`src/rtl/boot_loader_ctrl.sv`:
```
// Bootstrap sequencer: receives a framed program image over a byte stream and
// writes it as instruction words into program memory, holding the CPU until verified.
module boot_loader_ctrl #(
    parameter int ADDR_W  = 12,
    parameter int WORD_W  = 16,
    parameter int TIMEOUT = 1024
) (
    input  logic              clk,
    input  logic              rst,
    input  logic              start,
    input  logic              rx_valid,
    input  logic [7:0]        rx_data,
    output logic              rx_ready,
    output logic              pm_we,
    output logic [ADDR_W-1:0] pm_addr,
    output logic [WORD_W-1:0] pm_wdata,
    output logic              bootstrapping,
    output logic              done,
    output logic              error
);

    localparam int          CNT_W      = $clog2(TIMEOUT + 1);
    localparam logic [7:0]  HDR_BYTE   = 8'hA5;
    localparam logic [CNT_W-1:0] TCNT_LAST = CNT_W'(TIMEOUT - 1);

    typedef enum logic [3:0] {
        S_IDLE,
        S_HDR,
        S_LEN_HI,
        S_LEN_LO,
        S_DATA_HI,
        S_DATA_LO,
        S_CKSUM,
        S_DONE,
        S_ERR
    } state_t;

    state_t            state, state_nxt;
    logic [11:0]       len_q, len_nxt;
    logic [ADDR_W-1:0] word_idx, word_idx_nxt;
    logic [7:0]        hi_q, hi_nxt;
    logic [7:0]        cksum, cksum_nxt;
    logic [CNT_W-1:0]  tcnt, tcnt_nxt;
    logic              we_nxt;
    logic [ADDR_W-1:0] addr_nxt;
    logic [WORD_W-1:0] wdata_nxt;
    logic              receiving;
    logic              accept;
    logic [11:0]       len_full;

    always_comb begin
        receiving = (state == S_HDR)     || (state == S_LEN_HI)  ||
                    (state == S_LEN_LO)  || (state == S_DATA_HI) ||
                    (state == S_DATA_LO) || (state == S_CKSUM);
    end

    assign rx_ready      = receiving;
    assign accept        = rx_valid && receiving;
    assign len_full      = {len_q[11:8], rx_data};
    assign done          = (state == S_DONE);
    assign error         = (state == S_ERR);
    assign bootstrapping = (state != S_DONE);

    always_comb begin
        // NOTE: every signal gets a default before the case so no path leaves one unassigned (no latches).
        state_nxt    = state;
        len_nxt      = len_q;
        hi_nxt       = hi_q;
        cksum_nxt    = cksum;
        tcnt_nxt     = tcnt;
        we_nxt       = 1'b0;
        addr_nxt     = pm_addr;
        wdata_nxt    = pm_wdata;
        // The index advances in the cycle after the write strobe.
        word_idx_nxt = pm_we ? word_idx + 1'b1 : word_idx;

        if (receiving) begin
            tcnt_nxt = accept ? '0 : tcnt + 1'b1;
        end

        case (state)
            S_IDLE, S_DONE, S_ERR: begin
                if (start) begin
                    state_nxt    = S_HDR;
                    word_idx_nxt = '0;
                    cksum_nxt    = '0;
                    addr_nxt     = '0;
                    tcnt_nxt     = '0;
                    len_nxt      = '0;
                end
            end
            S_HDR: begin
                if (accept) begin
                    state_nxt = (rx_data == HDR_BYTE) ? S_LEN_HI : S_ERR;
                end
            end
            S_LEN_HI: begin
                if (accept) begin
                    if (rx_data[7:4] != 4'h0) begin
                        state_nxt = S_ERR;
                    end else begin
                        len_nxt   = {rx_data[3:0], 8'h00};
                        state_nxt = S_LEN_LO;
                    end
                end
            end
            S_LEN_LO: begin
                if (accept) begin
                    len_nxt   = len_full;
                    state_nxt = (len_full == 12'd0) ? S_ERR : S_DATA_HI;
                end
            end
            S_DATA_HI: begin
                if (accept) begin
                    hi_nxt    = rx_data;
                    cksum_nxt = cksum + rx_data;
                    state_nxt = S_DATA_LO;
                end
            end
            S_DATA_LO: begin
                if (accept) begin
                    cksum_nxt = cksum + rx_data;
                    we_nxt    = 1'b1;
                    addr_nxt  = word_idx;
                    wdata_nxt = WORD_W'({hi_q, rx_data});
                    state_nxt = (word_idx == ADDR_W'(len_q - 12'd1)) ? S_CKSUM : S_DATA_HI;
                end
            end
            S_CKSUM: begin
                if (accept) begin
                    state_nxt = (rx_data == cksum) ? S_DONE : S_ERR;
                end
            end
            default: state_nxt = S_IDLE;
        endcase

        // A byte accepted on the last allowed cycle takes precedence over the timeout.
        if (receiving && !accept && (tcnt == TCNT_LAST)) begin
            state_nxt = S_ERR;
        end
    end

    always_ff @(posedge clk) begin
        // NOTE: sequential state uses non-blocking assignments so all registers update from pre-edge values.
        if (rst) begin
            state    <= S_IDLE;
            len_q    <= '0;
            word_idx <= '0;
            hi_q     <= '0;
            cksum    <= '0;
            tcnt     <= '0;
            pm_we    <= 1'b0;
            pm_addr  <= '0;
            pm_wdata <= '0;
        end else begin
            state    <= state_nxt;
            len_q    <= len_nxt;
            word_idx <= word_idx_nxt;
            hi_q     <= hi_nxt;
            cksum    <= cksum_nxt;
            tcnt     <= tcnt_nxt;
            pm_we    <= we_nxt;
            pm_addr  <= addr_nxt;
            pm_wdata <= wdata_nxt;
        end
    end

endmodule
```
`config.mk`:
```
export PLATFORM = sky130hd
export DESIGN_NAME = boot_loader_ctrl
export DESIGN_NICKNAME = d
export VERILOG_FILES = /design/src/rtl/boot_loader_ctrl.sv
export SDC_FILE = /design/constraint.sdc
export NUM_CORES = 1
export LEC_CHECK = 0
export CAP_MARGIN = 20
export CORE_ASPECT_RATIO = 1.25
export CORE_UTILIZATION = 54
export CTS_CLUSTER_SIZE = 20
export DETAILED_ROUTE_END_ITERATION = 8
export GPL_TIMING_DRIVEN = 1
export PLACE_DENSITY = 0.84
export RECOVER_POWER = 50
export SYNTH_ARGS = -nofsm -noshare
export SYNTH_HDL_FRONTEND = slang
export SYNTH_SLANG_ARGS = --single-unit
```
`constraint.sdc`:
```
create_clock -name clk -period 3.4 [get_ports clk]
set_input_delay 0.68 -clock clk [delete_from_list [all_inputs] [get_ports clk]]
set_output_delay 0.68 -clock clk [all_outputs]
set_load 0.03 [all_outputs]
```
# Word level (Yosys, flattened, before mapping)
# Index checks and enable logic that the tools add are counted.
dict set report totals {
  ff_bits 84
  input_bits 12
  out_inout_bits 33
  elab_cells 106
}
dict set report classes {
  n_addsub 4
  eq_ne 29
  muxes 32
  bitwise_logic 2
  n_reduce_logical 28
}
# operator count
set ops {}
lappend ops {{12-bit 2-to-1 mux} 7}
lappend ops {{4-bit 2-to-1 mux} 12}
lappend ops {{11-bit 2-to-1 mux} 4}
lappend ops {{12-bit case mux with 3 select lines} 1}
lappend ops {{4-bit case mux with 7 select lines} 1}
lappend ops {{8-bit 2-to-1 mux} 3}
lappend ops {{12-bit case mux with 2 select lines} 1}
lappend ops {{3-bit by 2-bit != test with 1-bit output (second input constant)} 6}
lappend ops {{4-bit by 3-bit equality test with 1-bit output (second input constant)} 4}
lappend ops {{2-bit != test (second input constant)} 8}
lappend ops {{8-bit case mux with 2 select lines} 1}
lappend ops {{7-bit AND reduction} 2}
lappend ops {{12-bit by 1-bit adder with 12-bit output (second input constant)} 1}
lappend ops {{12-bit equality test} 1}
lappend ops {{12-bit logical NOT} 1}
lappend ops {{12-bit by 1-bit subtractor with 12-bit output (second input constant)} 1}
lappend ops {{11-bit by 1-bit adder with 11-bit output (second input constant)} 1}
lappend ops {{11-bit by 10-bit equality test with 1-bit output (second input constant)} 1}
lappend ops {{5-bit AND reduction} 2}
lappend ops {{8-bit adder} 1}
lappend ops {{4-bit by 2-bit equality test with 1-bit output (second input constant)} 2}
lappend ops {{8-bit equality test} 1}
lappend ops {{8-bit equality test (second input constant)} 1}
lappend ops {{3-bit AND reduction} 2}
lappend ops {{other kinds (18)} 30}

# Longest topological paths before layout
# Gate-level depths: netlist of the first run.
dict set report depth {
  word_depth 12
  depth_mapped 9
  mapped_depth_nobuf 9
}

# Worst setup path after synthesis of the first run
# OpenSTA, ideal clock, no wires.
dict set report synth_timing {
  kind {input to register}
  start {input rx_data[0]}
  end {register cksum[6]}
  setup_ns 0.122
  arrival_time_ns 2.146
  required_ns 3.278
  slack_ns 1.132
  stages 9
  n_path_buf 0
  cell_sequence {ha_1 inv_1 fa_1 nor2b_1 o21ai_0 a21boi_0 o21ai_0 nor4b_1 a221o_1}
}
dict set report synth_via {
  elab_chain_cells 3
}
# item line
set synth_lines {}
lappend synth_lines {{start: declaration} 12} ;# input logic [7:0] rx_data,
lappend synth_lines {{8-bit adder} {116, 122}}
lappend synth_lines {{8-bit 2-to-1 mux} {114, 121}}
lappend synth_lines {{8-bit case mux with 2 select lines} 81} ;# case (state)
lappend synth_lines {{end signal: assignment} 160} ;# cksum <= cksum_nxt;
lappend synth_lines {{end: declaration} 42} ;# logic [7:0] cksum, cksum_nxt;
# Every way passes these cells. The select of a mux whose other input is x is not followed.
# A chain may end at the register's enable or synchronous reset.

# Final worst setup path of the first run
dict set report layout_timing {
  start {register state[1]}
  end {output rx_ready}
}
dict set report layout_via {
  elab_chain_cells 6
  word_cells_on_any_way 11
  classes_between {eq/ne: 6; reduce/logical: 5}
}
# item line
set layout_lines {}
lappend layout_lines {{start: declaration} 38} ;# state_t state, state_nxt;
lappend layout_lines {{start signal: assignment} 156} ;# state <= state_nxt;
lappend layout_lines {{4-bit by 1-bit equality test with 1-bit output or 4-bit by 2-bit equality test with 1-bit output (tied branches)} 52} ;# receiving = (state == S_HDR) || (state == S_LEN_HI) ||
lappend layout_lines {{1-bit logical OR (2 in series)} 52}
lappend layout_lines {{1-bit logical OR (2 in series)} 53} ;# (state == S_LEN_LO) || (state == S_DATA_HI) ||
lappend layout_lines {{1-bit logical OR (*)} 54} ;# (state == S_DATA_LO) || (state == S_CKSUM);
lappend layout_lines {{end: declaration} 13} ;# output logic rx_ready,
# Every way passes the cells marked *; elsewhere a longest branch is shown, timed or not.

==> results.sh, run 1 <==
export IMPL_slowest_delay_ns=0.69
export IMPL_mappedNetlistArea_um2=4430
export IMPL_power_frac_seq=0.526
export IMPL_vias_in_the_first_global_route=4118
export IMPL_globalplace_congestion=0.969
export IMPL_die_area_um2=8570
export IMPL_timing_max_slew_rel_slack=0.220
export IMPL_worst_endpoint_required_ns=2.72
export IMPL_count_of_final_setup_violators=0
export IMPL_post_cts_resized=0
export IMPL_powerDensity_nw_per_um2=365
export IMPL_synthFlopType="sky130_fd_sc_hd__dfxtp_1"
export IMPL_placement_rows=36
export IMPL_timing_critical_path_to_type="output pin"
export IMPL_critPathMaxFanout=14
export IMPL_netlist_instances=569
export IMPL_boundaryPins=45
export IMPL_clock_edge_transition_at_the_registers_on_the_reported_setup_and_hold_paths_ns=0.10
export IMPL_worst_ep_arrival_time_ns=2.34
export IMPL_dieWidth_um=83.0
export IMPL_numPlacedInstances=694
export IMPL_routed_wl_mm=11.4
export IMPL_fin_nets=633
export IMPL_cpLargestDelayFamily="buffers and inverters"
export IMPL_final_setup_skew_ns=0.0104
export IMPL_ys_ff_latch=84
export IMPL_diodes=0
export IMPL_setup_repair_after_global_routing_missed_its_margin="no"
export IMPL_clock_fmax_mhz=331
export IMPL_layout_area_overhead_vs_synth_pct=16.7
export IMPL_timing_critical_path_cells="or3_1 -> nand3_2 -> inv_2 -> clkdlybuf4s50_1"
export IMPL_max_cap_violation_count=0
export IMPL_grt_max_degree=36
export IMPL_final_period_utilization=0.889
export IMPL_grt_pass1_wl_mm=19.2
export IMPL_coreArea_um2=7880
export IMPL_period_minus_slack_ns=3.02
export IMPL_post_synth_edffs=0
export IMPL_netSwitchingPower_w=0.000553
export IMPL_numClockSinks=84
export IMPL_antenna_found_initial=0
export IMPL_leakagePower_nw=1.91
export IMPL_type_of_the_most_critical_hold_path="flip-flop to flip-flop"
export IMPL_power_internal_w=0.00133
export IMPL_drt_iter0_markers=397
export IMPL_worst_setup_path_start_kind="flip-flop"
export IMPL_gr_total_overflow=0
export IMPL_share_clk_of_total_power=0.381
export IMPL_fp_dieH_um=103
export IMPL_cts_htree_levels=3
export IMPL_post_route_drc_count=0
export IMPL_antenna_left=0
export IMPL_synth_largest_area_cell="sky130_fd_sc_hd__dfxtp_1"
export IMPL_synthTopCellsByCount="94 x sky130_fd_sc_hd__nand2_1, 84 x sky130_fd_sc_hd__dfxtp_1, 60 x sky130_fd_sc_hd__a21oi_1, 56 x sky130_fd_sc_hd__nor2_1, 23 x sky130_fd_sc_hd__nand3_1"
export IMPL_root_buffer="sky130_fd_sc_hd__clkbuf_8"
export IMPL_cts_buffers=9
export IMPL_syn_nets=592
export IMPL_yosys_cell_count_top_type="sky130_fd_sc_hd__nand2_1"
export IMPL_synth_top_cell_area_share=0.380
export IMPL_share_comb_of_total_power=0.093
export IMPL_worstPathBufferInverterCount=2
export IMPL_sw_frac_of_total=0.293
export IMPL_status="complete, no violations"
export IMPL_initial_core_util=0.562
export IMPL_path_type_of_the_worst_setup_path="flip-flop to output pin"
export IMPL_setup_total_negative_slack_ns=0
export IMPL_synth_cell_types=63
export IMPL_peakVddDrop_uv=326
export IMPL_postSynth_asyncResetShare=0
export IMPL_hpwl_mm=8.12
export IMPL_routed_length_per_placed_instance_um=16.0
export IMPL_tritoncts="yes"
export IMPL_number_of_fillers_in_the_final_layout=667
export IMPL_synth_top_area_cells="sky130_fd_sc_hd__dfxtp_1 38%, sky130_fd_sc_hd__nand2_1 8.0%, sky130_fd_sc_hd__a21oi_1 6.8%, sky130_fd_sc_hd__nor2_1 4.7%, sky130_fd_sc_hd__xor2_1 3.8%"
export IMPL_layoutNonFillerInstCount=710
export IMPL_max_slew_worst_pin_slew_ns=1.17
export IMPL_overall_via_count_from_detail_route=4276
export IMPL_cts_hold_repair_buffers=0
export IMPL_drt_vias_per_instance=6.02
export IMPL_worst_path_max_delay_cell="sky130_fd_sc_hd__clkdlybuf4s50_1"
export IMPL_drive_above_1_share=0.0780
export IMPL_yosysWarningCount=0
export IMPL_syn_area_per_cell_um2=7.78
export IMPL_synth_sequential_area_ratio=0.380
export IMPL_first_pass_iters=6
export IMPL_groute_usage_overall=0.279
export IMPL_clockBufferDepth=2
export IMPL_post_cts_repair_setup_buffers=0
export IMPL_clkLatencyLatePin_ns=0.37
export IMPL_final_max_slew_viol_count=0
export IMPL_port_buffers=44
export IMPL_hold_viol_final=0
final cells by class:
class / count / area (um2) / area share
multi-input cells: 438 / 2560 / 0.495
flip-flops and latches: 84 / 1680 / 0.325
repair buffers: 60 / 548 / 0.106
clock buffers: 9 / 124 / 0.0240
well taps: 95 / 119 / 0.0230
clock inverters: 7 / 76.3 / 0.0148
inverters: 17 / 63.8 / 0.0123
flip-flops by register name, indices dropped and copies added (netlist names):
signal,flops
word_idx,12
pm_wdata,16
pm_addr,12
tcnt,11
pm_we,1
hi_q,8
len_q,12
cksum,8
state,4
stage by stage:
| step | hold WS (ns) | power, W | area (um2) | setup slack [ns] | util |
|---|---|---|---|---|---|
| after global placement | 0.442 | 0.00118 | 4980 | 0.403 | 0.631 |
| after CTS | 0.459 | 0.00190 | 5180 | 0.393 | 0.657 |
| final | 0.452 | 0.00189 | 5170 | 0.377 | 0.656 |
| after floorplan | 0.428 | 0.00113 | 4430 | 1.13 | - |
| after global routing | 0.465 | 0.00195 | 5170 | 0.260 | 0.656 |
| after detailed placement | 0.445 | 0.00119 | 4980 | 0.349 | 0.631 |
per-layer routing:
| metal | share of wire | vias to the layer above | GRT usage |
|---|---|---|---|
| li1 | - | 2064 | - |
| met1 | 0.40 | 2003 | 0.319 |
| met2 | 0.50 | 168 | 0.507 |
| met3 | 0.061 | 41 | 0.0413 |
| met4 | 0.037 | 0 | 0.155 |
| met5 | 0 | - | 0 |
path summary, 6_finish.rpt:
| check | from | end | slack (ns) | cells after the start |
|---|---|---|---|---|
| hold reg to reg | pm_addr[5]$_SDFFE_PP0P_ | pm_addr[5]$_SDFFE_PP0P_ | 0.45 | 2 |
| setup reg to reg | state[0]$_SDFFE_PP0P_ | tcnt[8]$_SDFF_PP0_ | 0.89 | 9 |
| setup / recovery | state[1]$_SDFFE_PP0P_ | rx_ready | 0.38 | 4 |
| hold / removal | pm_addr[5]$_SDFFE_PP0P_ | pm_addr[5]$_SDFFE_PP0P_ | 0.45 | 2 |
layout by cell type, fill, tap and decap left out, types with 11 or more instances in the layout:
cell type and instances:
sky130_fd_sc_hd__xor2_1 19, sky130_fd_sc_hd__inv_1 16, sky130_fd_sc_hd__a21oi_1 60, sky130_fd_sc_hd__nor2_1 56, sky130_fd_sc_hd__dfxtp_1 84, sky130_fd_sc_hd__xnor2_1 13
sky130_fd_sc_hd__dlygate4sd3_1 31, sky130_fd_sc_hd__clkdlybuf4s50_1 12, sky130_fd_sc_hd__nand2_1 94, sky130_fd_sc_hd__nand2b_1 14, sky130_fd_sc_hd__o21ai_0 21, sky130_fd_sc_hd__buf_4 14
sky130_fd_sc_hd__nor3_1 15, sky130_fd_sc_hd__nand3_1 23, sky130_fd_sc_hd__and3_1 11
power by group through the flow:
stage	combinational (W)	sequential (W)	clock (W)
final	0.000175	0.000993	0.000719
after global routing	0.000189	0.000994	0.000770
after CTS	0.000174	0.000993	0.000728
after detailed placement	0.000173	0.00102	0
after global placement	0.000169	0.00102	0
after floorplan	0.000116	0.00101	0
cells by family after synthesis:
| family | synth area share |
|---|---|
| AOI/OAI and AO/OA | 0.172 |
| xor gates and xnor gates | 0.0633 |
| adders and majority gates | 0.0328 |
| buffers and inverters | 0.0444 |
| DFF | 0.380 |
| muxes | 0.0161 |
| and+or+nand+nor | 0.292 |
worst min-delay path, delay by kind of cell, from the launching register on:
| family | cells | cell delay (ns) |
|---|---|---|
| flops | 1 | 0.32 |
| simple gates | 1 | 0.05 |
| compound gates | 1 | 0.05 |
Note: power is estimated with default switching activity, not from simulation.
==> inputs of run 2 (changes only) <==
--- a/config.mk
+++ b/config.mk
@@ -6,12 +6,12 @@
 export NUM_CORES = 1
 export LEC_CHECK = 0
 export CAP_MARGIN = 20
-export CORE_ASPECT_RATIO = 1.25
-export CORE_UTILIZATION = 54
+export CORE_ASPECT_RATIO = 1.1
+export CORE_UTILIZATION = 35
 export CTS_CLUSTER_SIZE = 20
 export DETAILED_ROUTE_END_ITERATION = 8
 export GPL_TIMING_DRIVEN = 1
-export PLACE_DENSITY = 0.84
+export PLACE_DENSITY = 0.62
 export RECOVER_POWER = 50
 export SYNTH_ARGS = -nofsm -noshare
 export SYNTH_HDL_FRONTEND = slang
==> run 2 against run 1 <==
  * First-iteration DRC count fell by 59%
  * Final cell count rose by 8.3%
  * Register-to-register slack barely moved
  * Power rose by 17%
  * Critical path depth did not move
  * Clock skew fell by 0.0041 ns
  * Core utilization fell by 22 points
  * Critical path type unchanged
  * Critical endpoint unchanged
  * Largest cell class unchanged
==> results.sh, run 2 (synthesis gave the netlist of run 1 again) <==
export IMPL_status="complete, no violations"
export IMPL_hold_viol_final=0
export IMPL_grt_max_degree=38
export IMPL_post_cts_resized=0
export IMPL_max_slew_worst_pin_slew_ns=1.09
export IMPL_reg2reg_setup_slack_ns=0.89
export IMPL_cpLargestDelayFamily="buffers and inverters"
export IMPL_share_comb_of_total_power=0.079
export IMPL_final_period_utilization=0.903
export IMPL_final_cell_mix="94 x sky130_fd_sc_hd__nand2_1, 84 x sky130_fd_sc_hd__dfxtp_1, 60 x sky130_fd_sc_hd__a21oi_1"
export IMPL_largest_register="pm_wdata"
export IMPL_peakVddDrop_uv=215
export IMPL_min_path_cells=2
export IMPL_vias_in_the_first_global_route=4048
export IMPL_largest_reg_flops=16
export IMPL_overall_via_count_from_detail_route=4150
export IMPL_number_of_fillers_in_the_final_layout=1250
export IMPL_leakagePower_nw=1.96
export IMPL_grt_pass1_wl_mm=19.5
export IMPL_boundaryPins=45
export IMPL_post_cts_repair_setup_buffers=0
export IMPL_clockBufferDepth=2
export IMPL_postLayoutSetupSlackWorst_ns=0.331
export IMPL_coreArea_um2=12200
export IMPL_drive_above_1_share=0.0780
export IMPL_worst_hold_start="pm_addr[0]$_SDFFE_PP0P_"
export IMPL_routed_length_per_placed_instance_um=15.0
export IMPL_share_clk_of_total_power=0.470
export IMPL_powerDensity_nw_per_um2=412
export IMPL_worst_ep_arrival_time_ns=2.39
export IMPL_worst_setup_path_start_kind="flip-flop"
export IMPL_cts_hold_repair_buffers=0
export IMPL_critPathMaxFanout=12
export IMPL_layout_area_overhead_vs_synth_pct=20.9
export IMPL_worstPathBufferInverterCount=2
export IMPL_hpwl_mm=8.30
export IMPL_first_pass_iters=4
export IMPL_postPlaceCellArea_um2=5050
export IMPL_clock_edge_transition_at_the_registers_on_the_reported_setup_and_hold_paths_ns=0.07
export IMPL_period_minus_slack_ns=3.07
export IMPL_slowest_delay_ns=0.70
export IMPL_clock_fmax_mhz=326
export IMPL_layout_core_utilization=0.439
export IMPL_cts_htree_levels=3
export IMPL_timing_critical_path_cells="or3_1 -> nand3_1 -> inv_2 -> clkdlybuf4s50_1"
export IMPL_clkLatencyLatePin_ns=0.35
export IMPL_setup_total_negative_slack_ns=0
export IMPL_timing_critical_path_to_type="output pin"
export IMPL_globalplace_congestion=0.872
export IMPL_dieWidth_um=109
export IMPL_type_of_the_most_critical_hold_path="flip-flop to flip-flop"
export IMPL_tritoncts="yes"
export IMPL_final_setup_skew_ns=0.00623
export IMPL_antenna_left=0
export IMPL_path_type_of_the_worst_setup_path="flip-flop to output pin"
export IMPL_count_of_final_setup_violators=0
export IMPL_port_buffers=44
export IMPL_power_frac_seq=0.451
export IMPL_min_to="pm_addr[0]$_SDFFE_PP0P_"
export IMPL_max_cap_violation_count=0
export IMPL_worst_r2r_path_depth=8
export IMPL_diodes=0
export IMPL_fp_dieH_um=120
export IMPL_drt_vias_per_instance=5.40
export IMPL_die_area_um2=13100
export IMPL_gr_total_overflow=0
export IMPL_holdWs_ns=0.447
export IMPL_timing_max_slew_rel_slack=0.276
export IMPL_placement_rows=42
export IMPL_worst_path_max_delay_cell="sky130_fd_sc_hd__clkdlybuf4s50_1"
export IMPL_drt_iter0_markers=162
export IMPL_setup_repair_after_global_routing_missed_its_margin="no"
export IMPL_initial_core_util=0.363
export IMPL_sw_frac_of_total=0.260
export IMPL_fin_nets=633
export IMPL_post_route_drc_count=0
export IMPL_timing_rr_end="tcnt[6]$_SDFF_PP0_"
export IMPL_final_common_cell="sky130_fd_sc_hd__nand2_1"
export IMPL_numClockSinks=84
export IMPL_root_buffer="sky130_fd_sc_hd__clkbuf_16"
export IMPL_worst_endpoint_required_ns=2.72
export IMPL_antenna_found_initial=0
export IMPL_groute_usage_overall=0.190
export IMPL_power_internal_w=0.00163
export IMPL_critical_path_reg2reg_startpoint="state[3]$_SDFFE_PP0P_"
export IMPL_cts_buffers=9
export IMPL_routed_wl_mm=11.5
export IMPL_dpl_worst_slack_ns=0.370
export IMPL_netSwitchingPower_w=0.000574
export IMPL_fin_area_um2=5350
export IMPL_final_max_slew_viol_count=0
[run 2: how the worst max path moves through the flow]
stage,depth (start not counted),slack [ns],start,end
CTS,4,0.46,state[1]$_SDFFE_PP0P_,rx_ready
global route,4,0.15,state[1]$_SDFFE_PP0P_,rx_ready
global placement,9,0.48,rx_data[1],cksum[6]$_SDFFE_PP0P_
detailed placement,7,0.37,rx_data[4],len_q[1]$_SDFFE_PP0P_
floorplan,9,1.13,rx_data[0],cksum[6]$_SDFFE_PP0P_
finish,4,0.33,state[1]$_SDFFE_PP0P_,rx_ready
[run 2: cell type report]
type	count	area, um2	share of cell area
Multi-Input combinational cell	438	2550	0.477
Inverter	17	63.8	0.0119
Timing Repair Buffer	60	552	0.103
Clock inverter	7	86.3	0.0161
Sequential cell	84	1680	0.314
Tap cell	154	193	0.0360
Clock buffer	9	225	0.0421
[run 2: metrics by stage]
step	power, W	cells
finish	0.00220	769
floorplan	0.00113	569
global route	0.00229	769
global placement	0.00119	753
CTS	0.00223	769
detailed placement	0.00119	753
[run 2: metal layers]
layer / vias to the layer above / part of all wire / global-route usage
met5: - / 0 / 0
met4: 0 / 0.016 / 0.0658
met3: 17 / 0.037 / 0.0369
met2: 79 / 0.50 / 0.316
met1: 1981 / 0.45 / 0.241
li1: 2073 / - / -
[run 2: worst register-to-register path, cell delays in order (launching register included)]
cell	delay, ns
sky130_fd_sc_hd__dfxtp_1	0.49
sky130_fd_sc_hd__nor2b_1	0.40
sky130_fd_sc_hd__nand2_1	0.14
sky130_fd_sc_hd__inv_1	0.18
sky130_fd_sc_hd__o21ai_0	0.12
sky130_fd_sc_hd__nand2b_1	0.09
sky130_fd_sc_hd__clkbuf_1	0.56
sky130_fd_sc_hd__nand2b_1	0.34
sky130_fd_sc_hd__nor2_1	0.08
[run 2: power by group through the flow]
stage	clock network (W)	logic (W)	registers (W)
global placement	0	0.000174	0.00102
global route	0.00111	0.000192	0.000994
detailed placement	0	0.000176	0.00102
CTS	0.00106	0.000177	0.000993
floorplan	0	0.000116	0.00101
finish	0.00104	0.000174	0.000994
